[config.mk]
export PLATFORM = sky130hd
export DESIGN_NAME = add_result_buffer
export DESIGN_NICKNAME = d
export VERILOG_FILES = /design/src/rtl/add_result_buffer.sv
export SDC_FILE = /design/constraint.sdc
export NUM_CORES = 1
export LEC_CHECK = 0
export BUFFER_PORTS_ARGS = -buffer_cell sky130_fd_sc_hd__buf_4
export CORE_MARGIN = 8
export CORE_UTILIZATION = 48
export CTS_CLUSTER_SIZE = 8
export DETAILED_ROUTE_END_ITERATION = 10
export HOLD_SLACK_MARGIN = 0.06
export PLACE_DENSITY = 0.69
export SYNTH_ARGS = -nofsm -noshare
export SYNTH_HDL_FRONTEND = slang
export SYNTH_SLANG_ARGS = --single-unit
[constraint.sdc]
create_clock -name clk -period 4.4 [get_ports clk]
set_input_delay 0.22 -clock clk [delete_from_list [all_inputs] [get_ports clk]]
set_output_delay 0.22 -clock clk [all_outputs]
set_load 0.1 [all_outputs]
[src/rtl/add_result_buffer.sv]
// -----------------------------------------------------------------------------
// add_result_buffer
//
// Small in-order FIFO that captures results from an adder stage together with
// the condition flags {N,Z,C,V} derived from each result at the moment it is
// accepted. Entries are delivered to the consumer in push order through a
// valid/ready handshake. An 8-bit saturating counter tracks how many accepted
// results carried signed overflow.
//
// Optional feature (macro ADD_RESULT_STICKY_OVF_EN):
//   defined   -> sticky_ovf sets on any accepted result with overflow=1 and
//                clears on clr_sticky; a set wins over a clear in the same
//                cycle.
//   undefined -> sticky_ovf is tied to 0, clr_sticky is ignored and no sticky
//                register exists.
//
// Parameters:
//   DEPTH      number of result entries; power of two in the range 2..16.
//
// Ports:
//   clk        sole clock, all state changes on its rising edge
//   rst        synchronous active-high reset
//   in_valid   adder presents a result this cycle
//   in_ready   buffer can accept a result (count < DEPTH, registered state)
//   sum        adder sum
//   carryout   adder carry-out
//   overflow   adder signed overflow
//   out_valid  head entry available (count != 0)
//   out_ready  consumer takes the head entry this cycle
//   out_data   head entry sum, 0 while out_valid=0
//   out_flags  head entry flags {N,Z,C,V}, 0 while out_valid=0
//   count      number of stored entries
//   ovf_count  saturating count of accepted results with overflow=1
//   clr_sticky clears sticky_ovf
//   sticky_ovf sticky overflow indicator
// -----------------------------------------------------------------------------
module add_result_buffer #(
  parameter int DEPTH = 4
) (
  input  logic                     clk,
  input  logic                     rst,
  input  logic                     in_valid,
  output logic                     in_ready,
  input  logic [31:0]              sum,
  input  logic                     carryout,
  input  logic                     overflow,
  output logic                     out_valid,
  input  logic                     out_ready,
  output logic [31:0]              out_data,
  output logic [3:0]               out_flags,
  output logic [$clog2(DEPTH):0]   count,
  output logic [7:0]               ovf_count,
  input  logic                     clr_sticky,
  output logic                     sticky_ovf
);

  localparam int PW = $clog2(DEPTH);
  localparam int CW = PW + 1;
  localparam logic [CW-1:0] DEPTH_C  = CW'(DEPTH);
  localparam logic [PW-1:0] LAST_PTR = PW'(DEPTH - 1);

  // Occupancy states
  localparam logic [1:0] ST_EMPTY   = 2'd0;
  localparam logic [1:0] ST_PARTIAL = 2'd1;
  localparam logic [1:0] ST_FULL    = 2'd2;

  // Flags packed as {N,Z,C,V} with N in bit 3
  function automatic logic [3:0] flags_of(input logic [31:0] s,
                                          input logic        c,
                                          input logic        v);
    flags_of = {s[31], (s == 32'd0), c, v};
  endfunction

  // Pointer advance with explicit wrap back to entry 0
  function automatic logic [PW-1:0] ptr_inc(input logic [PW-1:0] p);
    if (p == LAST_PTR) begin
      ptr_inc = '0;
    end else begin
      ptr_inc = p + PW'(1);
    end
  endfunction

  logic [35:0]   mem_q [DEPTH];
  logic [PW-1:0] wr_ptr_q, wr_ptr_d;
  logic [PW-1:0] rd_ptr_q, rd_ptr_d;
  logic [CW-1:0] count_q, count_d;
  logic [1:0]    state_q, state_d;
  logic [7:0]    ovf_cnt_q, ovf_cnt_d;
  logic          push_s;
  logic          pop_s;

  // Handshake flags depend only on registered occupancy, so a pop while full
  // does not open the input in the same cycle.
  assign in_ready  = (state_q != ST_FULL);
  assign out_valid = (state_q != ST_EMPTY);
  assign push_s    = in_valid && in_ready;
  assign pop_s     = out_valid && out_ready;

  // Next-state for pointers, occupancy count and overflow counter
  always_comb begin
    wr_ptr_d  = wr_ptr_q;
    rd_ptr_d  = rd_ptr_q;
    count_d   = count_q;
    ovf_cnt_d = ovf_cnt_q;
    case ({push_s, pop_s})
      2'b10: begin
        wr_ptr_d = ptr_inc(wr_ptr_q);
        count_d  = count_q + CW'(1);
      end
      2'b01: begin
        rd_ptr_d = ptr_inc(rd_ptr_q);
        count_d  = count_q - CW'(1);
      end
      2'b11: begin
        wr_ptr_d = ptr_inc(wr_ptr_q);
        rd_ptr_d = ptr_inc(rd_ptr_q);
      end
      default: begin
        count_d = count_q;
      end
    endcase
    if (push_s && overflow && (ovf_cnt_q != 8'hFF)) begin
      ovf_cnt_d = ovf_cnt_q + 8'd1;
    end else begin
      ovf_cnt_d = ovf_cnt_q;
    end
  end

  // Occupancy state follows the next count; a single push or pop moves it by
  // at most one step, so no state is ever skipped.
  always_comb begin
    if (count_d == '0) begin
      state_d = ST_EMPTY;
    end else if (count_d == DEPTH_C) begin
      state_d = ST_FULL;
    end else begin
      state_d = ST_PARTIAL;
    end
  end

  // Control registers; reset wins over any concurrent push or pop
  always_ff @(posedge clk) begin
    if (rst) begin
      wr_ptr_q  <= '0;
      rd_ptr_q  <= '0;
      count_q   <= '0;
      state_q   <= ST_EMPTY;
      ovf_cnt_q <= 8'd0;
    end else begin
      wr_ptr_q  <= wr_ptr_d;
      rd_ptr_q  <= rd_ptr_d;
      count_q   <= count_d;
      state_q   <= state_d;
      ovf_cnt_q <= ovf_cnt_d;
    end
  end

  // Entry storage; contents are not cleared by reset, only the write is gated
  always_ff @(posedge clk) begin
    if (push_s && !rst) begin
      mem_q[wr_ptr_q] <= {flags_of(sum, carryout, overflow), sum};
    end
  end

  assign out_data  = out_valid ? mem_q[rd_ptr_q][31:0]  : 32'd0;
  assign out_flags = out_valid ? mem_q[rd_ptr_q][35:32] : 4'd0;
  assign count     = count_q;
  assign ovf_count = ovf_cnt_q;

`ifdef ADD_RESULT_STICKY_OVF_EN
  logic sticky_q, sticky_d;

  // Sticky overflow: a set from an accepted overflow beats a clear request
  always_comb begin
    if (push_s && overflow) begin
      sticky_d = 1'b1;
    end else if (clr_sticky) begin
      sticky_d = 1'b0;
    end else begin
      sticky_d = sticky_q;
    end
  end

  // Sticky overflow register
  always_ff @(posedge clk) begin
    if (rst) begin
      sticky_q <= 1'b0;
    end else begin
      sticky_q <= sticky_d;
    end
  end

  assign sticky_ovf = sticky_q;
`else
  logic unused_clr_sticky;
  assign unused_clr_sticky = clr_sticky;
  assign sticky_ovf        = 1'b0;
`endif

endmodule

==> key figures <==
Outcome
  – Run status: finished clean

Final layout
  – Area added between synthesis and finish: 28.1%
  – Sequential cell area: 4590 um^2
  – Fraction of final layout cells sized beyond drive strength 1: approximately a third
  – Footprint of the multi-input gates: roughly 1600 um^2
  – Antenna fix cells: 0
  – Final cell count without fillers: 655
  – Total non-filler cell area in the finished layout: slightly above 8000 um^2
  – Number of filler instances in the final layout: just under 1k
  – Final Net Count: just over 500

CTS
  – Maximum level of the CTS H-tree: 4
  – Cell at the root of the clock tree: clkbuf_16
  – CTS Buf Count: 17
  – Number of hold-repair buffers added at the cts stage: 34
  – Clock slew seen by the registers of the worst setup and hold paths: approximately 0.06 ns
  – Total setup buffers inserted after CTS: 0
  – TritonCTS sink count: ~160
  – Resize count post-CTS: 0
  – Clock tree buffer depth: 2
  – Clock tree from TritonCTS: yes
  – Worst-skew pair later-pin latency: 0.42 ns

Synth
  – Xor and xnor fraction of the mapped netlist area: less than 1%
  – Leading cell type by number of instances after synthesis: edfxtp_1
  – Complex-gate fraction of the synthesized area: 2.89%
  – Syn Nets: 390
  – Library cells used by synthesis: 40
  – Biggest area consumer among synthesized cells: edfxtp_1
  – Number of warning messages in the yosys log: 0
  – Mapped Cells: 344
  – Sequential cell area fraction in the yosys report: 72.5%
  – Post-synthesis adder-cell area fraction: 1.38%
  – Largest family of logic cells by synthesized area: multiplexers
  – Proportion of netlist area held by the largest area contributor: 66.5%
  – Ys flop type: edfxtp_1
  – Ys async rst share: 0%
  – Post-synthesis simple-gate area fraction: 8.55%
  – Mean instance size in the synthesized netlist: between 15 and 20 um^2
  – Number of flip-flops and latches in the synthesized netlist: roughly 160
  – Area contributors post-synth: edfxtp_1 66%, mux4_2 12%, dfxtp_1 6.0%, and2_1 3.9%, ha_1 1.4%
  – Netlist area before placement: approximately 6300 um^2
  – Most numerous cell types in the synthesized netlist: 140 x edfxtp_1, 39 x and2_1, 35 x mux4_2, 19 x dfxtp_1, 12 x a21oi_1
  – Count of flip-flops with a built-in enable after synthesis: 140
  – Share of synthesized area spent on multiplexers: 12.6%

STA
  – Time the final worst path needs with I/O delays and setup: between 2 and 3 ns
  – Total of endpoints with negative setup slack in the final report: 0
  – Aggregate negative setup slack: 0 ns
  – RSZ-0062 raised after global routing: no
  – Transition at the pin with the smallest max-transition slack: 0.996 ns
  – Setup clock skew after layout: 0.0113 ns
  – Hold WS: about 0.11 ns
  – Portion of the clock cycle consumed by the worst path in the final layout: between 60 and 70%
  – Pins Over Slew Limit: 0
  – Worst slew margin: 33.6%
  – Endpoints failing hold: 0
  – Fmax: between 300 and 400 MHz

Global routing
  – Wire length of the first global-routing pass: roughly 19000 um
  – GRT busiest layer: met2
  – Number of global-route vias before repair: 3684
  – Grt total ovfl: 0
  – Met3 global-route usage: under 10%
  – Number of antenna violations at the first check in global routing: 0
  – Maximum number of pins on one net before global-route repair: 39
  – Total routing usage reported by global routing: 15.5%
  – GR Layer Usage met2: about 25%
  – Met1 global-route usage: 19.0%

Power
  – P per Cell Area: around 510 nW/um^2
  – Worst IR Drop VDD: between 0.2 and 0.25 mV
  – Design Power: ~4 mW
  – Pleak: about 2.8 nW

Floorplanning
  – Die width: around 130 um
  – Initial standard-cell utilization of the core: 48.5%
  – Standard-cell rows: 42
  – Die height: 131 um
  – Area enclosed by the die boundary: between 15000 and 20000 um^2
  – Boundary pin count: 89
  – Core region area: around 13000 um^2

Critical path
  – Startpoint type of the worst setup path: register
  – Buffers and inverters on the worst path: 2
  – Crit path max-delay cell type: mux4_2
  – Nature of the critical path endpoint: output pin
  – Reg-to-reg slack, setup: between 2 and 2.5 ns
  – Cell-by-cell trace of the critical path: buf_4 -> mux4_2 -> and2_1 -> buf_4
  – Cell mode on critical path: buf_4
  – Kind of critical path: reg -> out
  – Delay-heaviest family, CP: buffers and inverters
  – CP Max Fanout: 29
  – Worst path max stage delay: 0.57 ns
  – Req. time, crit path: around 4.2 ns
  – Worst path arrival time: approximately 2.5 ns

Drt
  – Number of DRC markers after the initial detailed-route iteration: approximately 270
  – Final wirelength: ~12000 um
  – Avg Vias per Cell: around 5.3
  – WL/cell: 18.9 um
  – Count of nets left with antenna violations after detail routing: 0
  – DRC violation count after routing: 0
  – TritonRoute pass-1 iters: 4
  – Total vias in the final route: about 3.5k

Place
  – Count of buffers from port buffering: 86
  – HPWL reported at the end of detailed placement: 7240 um
  – Post-place instance area: between 7000 and 8000 um^2
  – Gp weighted congestion: just over 0.7
  – # placed instances: between 500 and 600

Job
  – Reported max-cap violation count: 0

Hold path
  – Hold WC Path Type: in -> reg
sequential cells by signal, indices dropped and copies added, names as in the netlist, named ones only:
name,cells
state_q,2
count,3
wr_ptr_q,2
ovf_count,8
mem_q,140
rd_ptr_q,2
placed cells by master (no fill, tap or decap), drive strengths merged, types with 8 or more instances in the layout:
| master | synthesis | layout |
|---|---|---|
| nor4 | 8 | 8 |
| nand2 | 8 | 8 |
| dlygate4sd3 | 0 | 34 |
| clkbuf | 7 | 28 |
| buf | 11 | 87 |
| and2 | 39 | 39 |
| mux4 | 35 | 35 |
| edfxtp | 140 | 140 |
| a21oi | 13 | 13 |
| dfxtp | 19 | 19 |
power by group:
part           internal, mW  switching (mW)  total [mW]
Clock                 0.971           0.556        1.53
Sequential             1.69          0.0283        1.72
Combinational         0.234           0.625       0.859
Total                  2.90            1.21        4.11
final timing paths:
check,start,to,depth (start not counted)
min,rst,wr_ptr_q[1],2
max reg2reg,state_q[0],mem_q[0][34],4
max,register,out_data[28],4
min reg2reg,rd_ptr_q[1],register,2
per-layer routing:
layer	up-vias	routed length [um]
met3	9	693
met5	-	0
met2	84	6200
met4	0	95
met1	1763	5390
li1	1619	-
final cells by class:
| cell class | count | share of cell area (%) |
|---|---|---|
| sequential | 159 | 56.6 |
| multi-input combinational | 163 | 20.2 |
| timing repair buffer | 121 | 12.3 |
| clock buffer | 28 | 7.71 |
| tap | 176 | 2.72 |
| clock inverter | 4 | 0.324 |
| inverter | 4 | 0.185 |
cell families after synthesis:
kind of cell / after synthesis
DFF: 159
and+or+nand+nor: 90
muxes: 36
AOI/OAI and AO/OA: 27
buffers and inverters: 22
adders and majority gates: 7
xor gates and xnor gates: 2
other: 1
metrics by stage:
step | utilization (%) | setup WS [ns]
4_1_cts | 62.2 | 1.61
2_1_floorplan | - | 1.65
3_3_place_gp | 54.6 | 2.07
6_report | 62.2 | 1.70
3_5_place_dp | 54.6 | 2.03
5_1_grt | 62.2 | 1.53
Note: power is estimated with default switching activity, not from simulation.
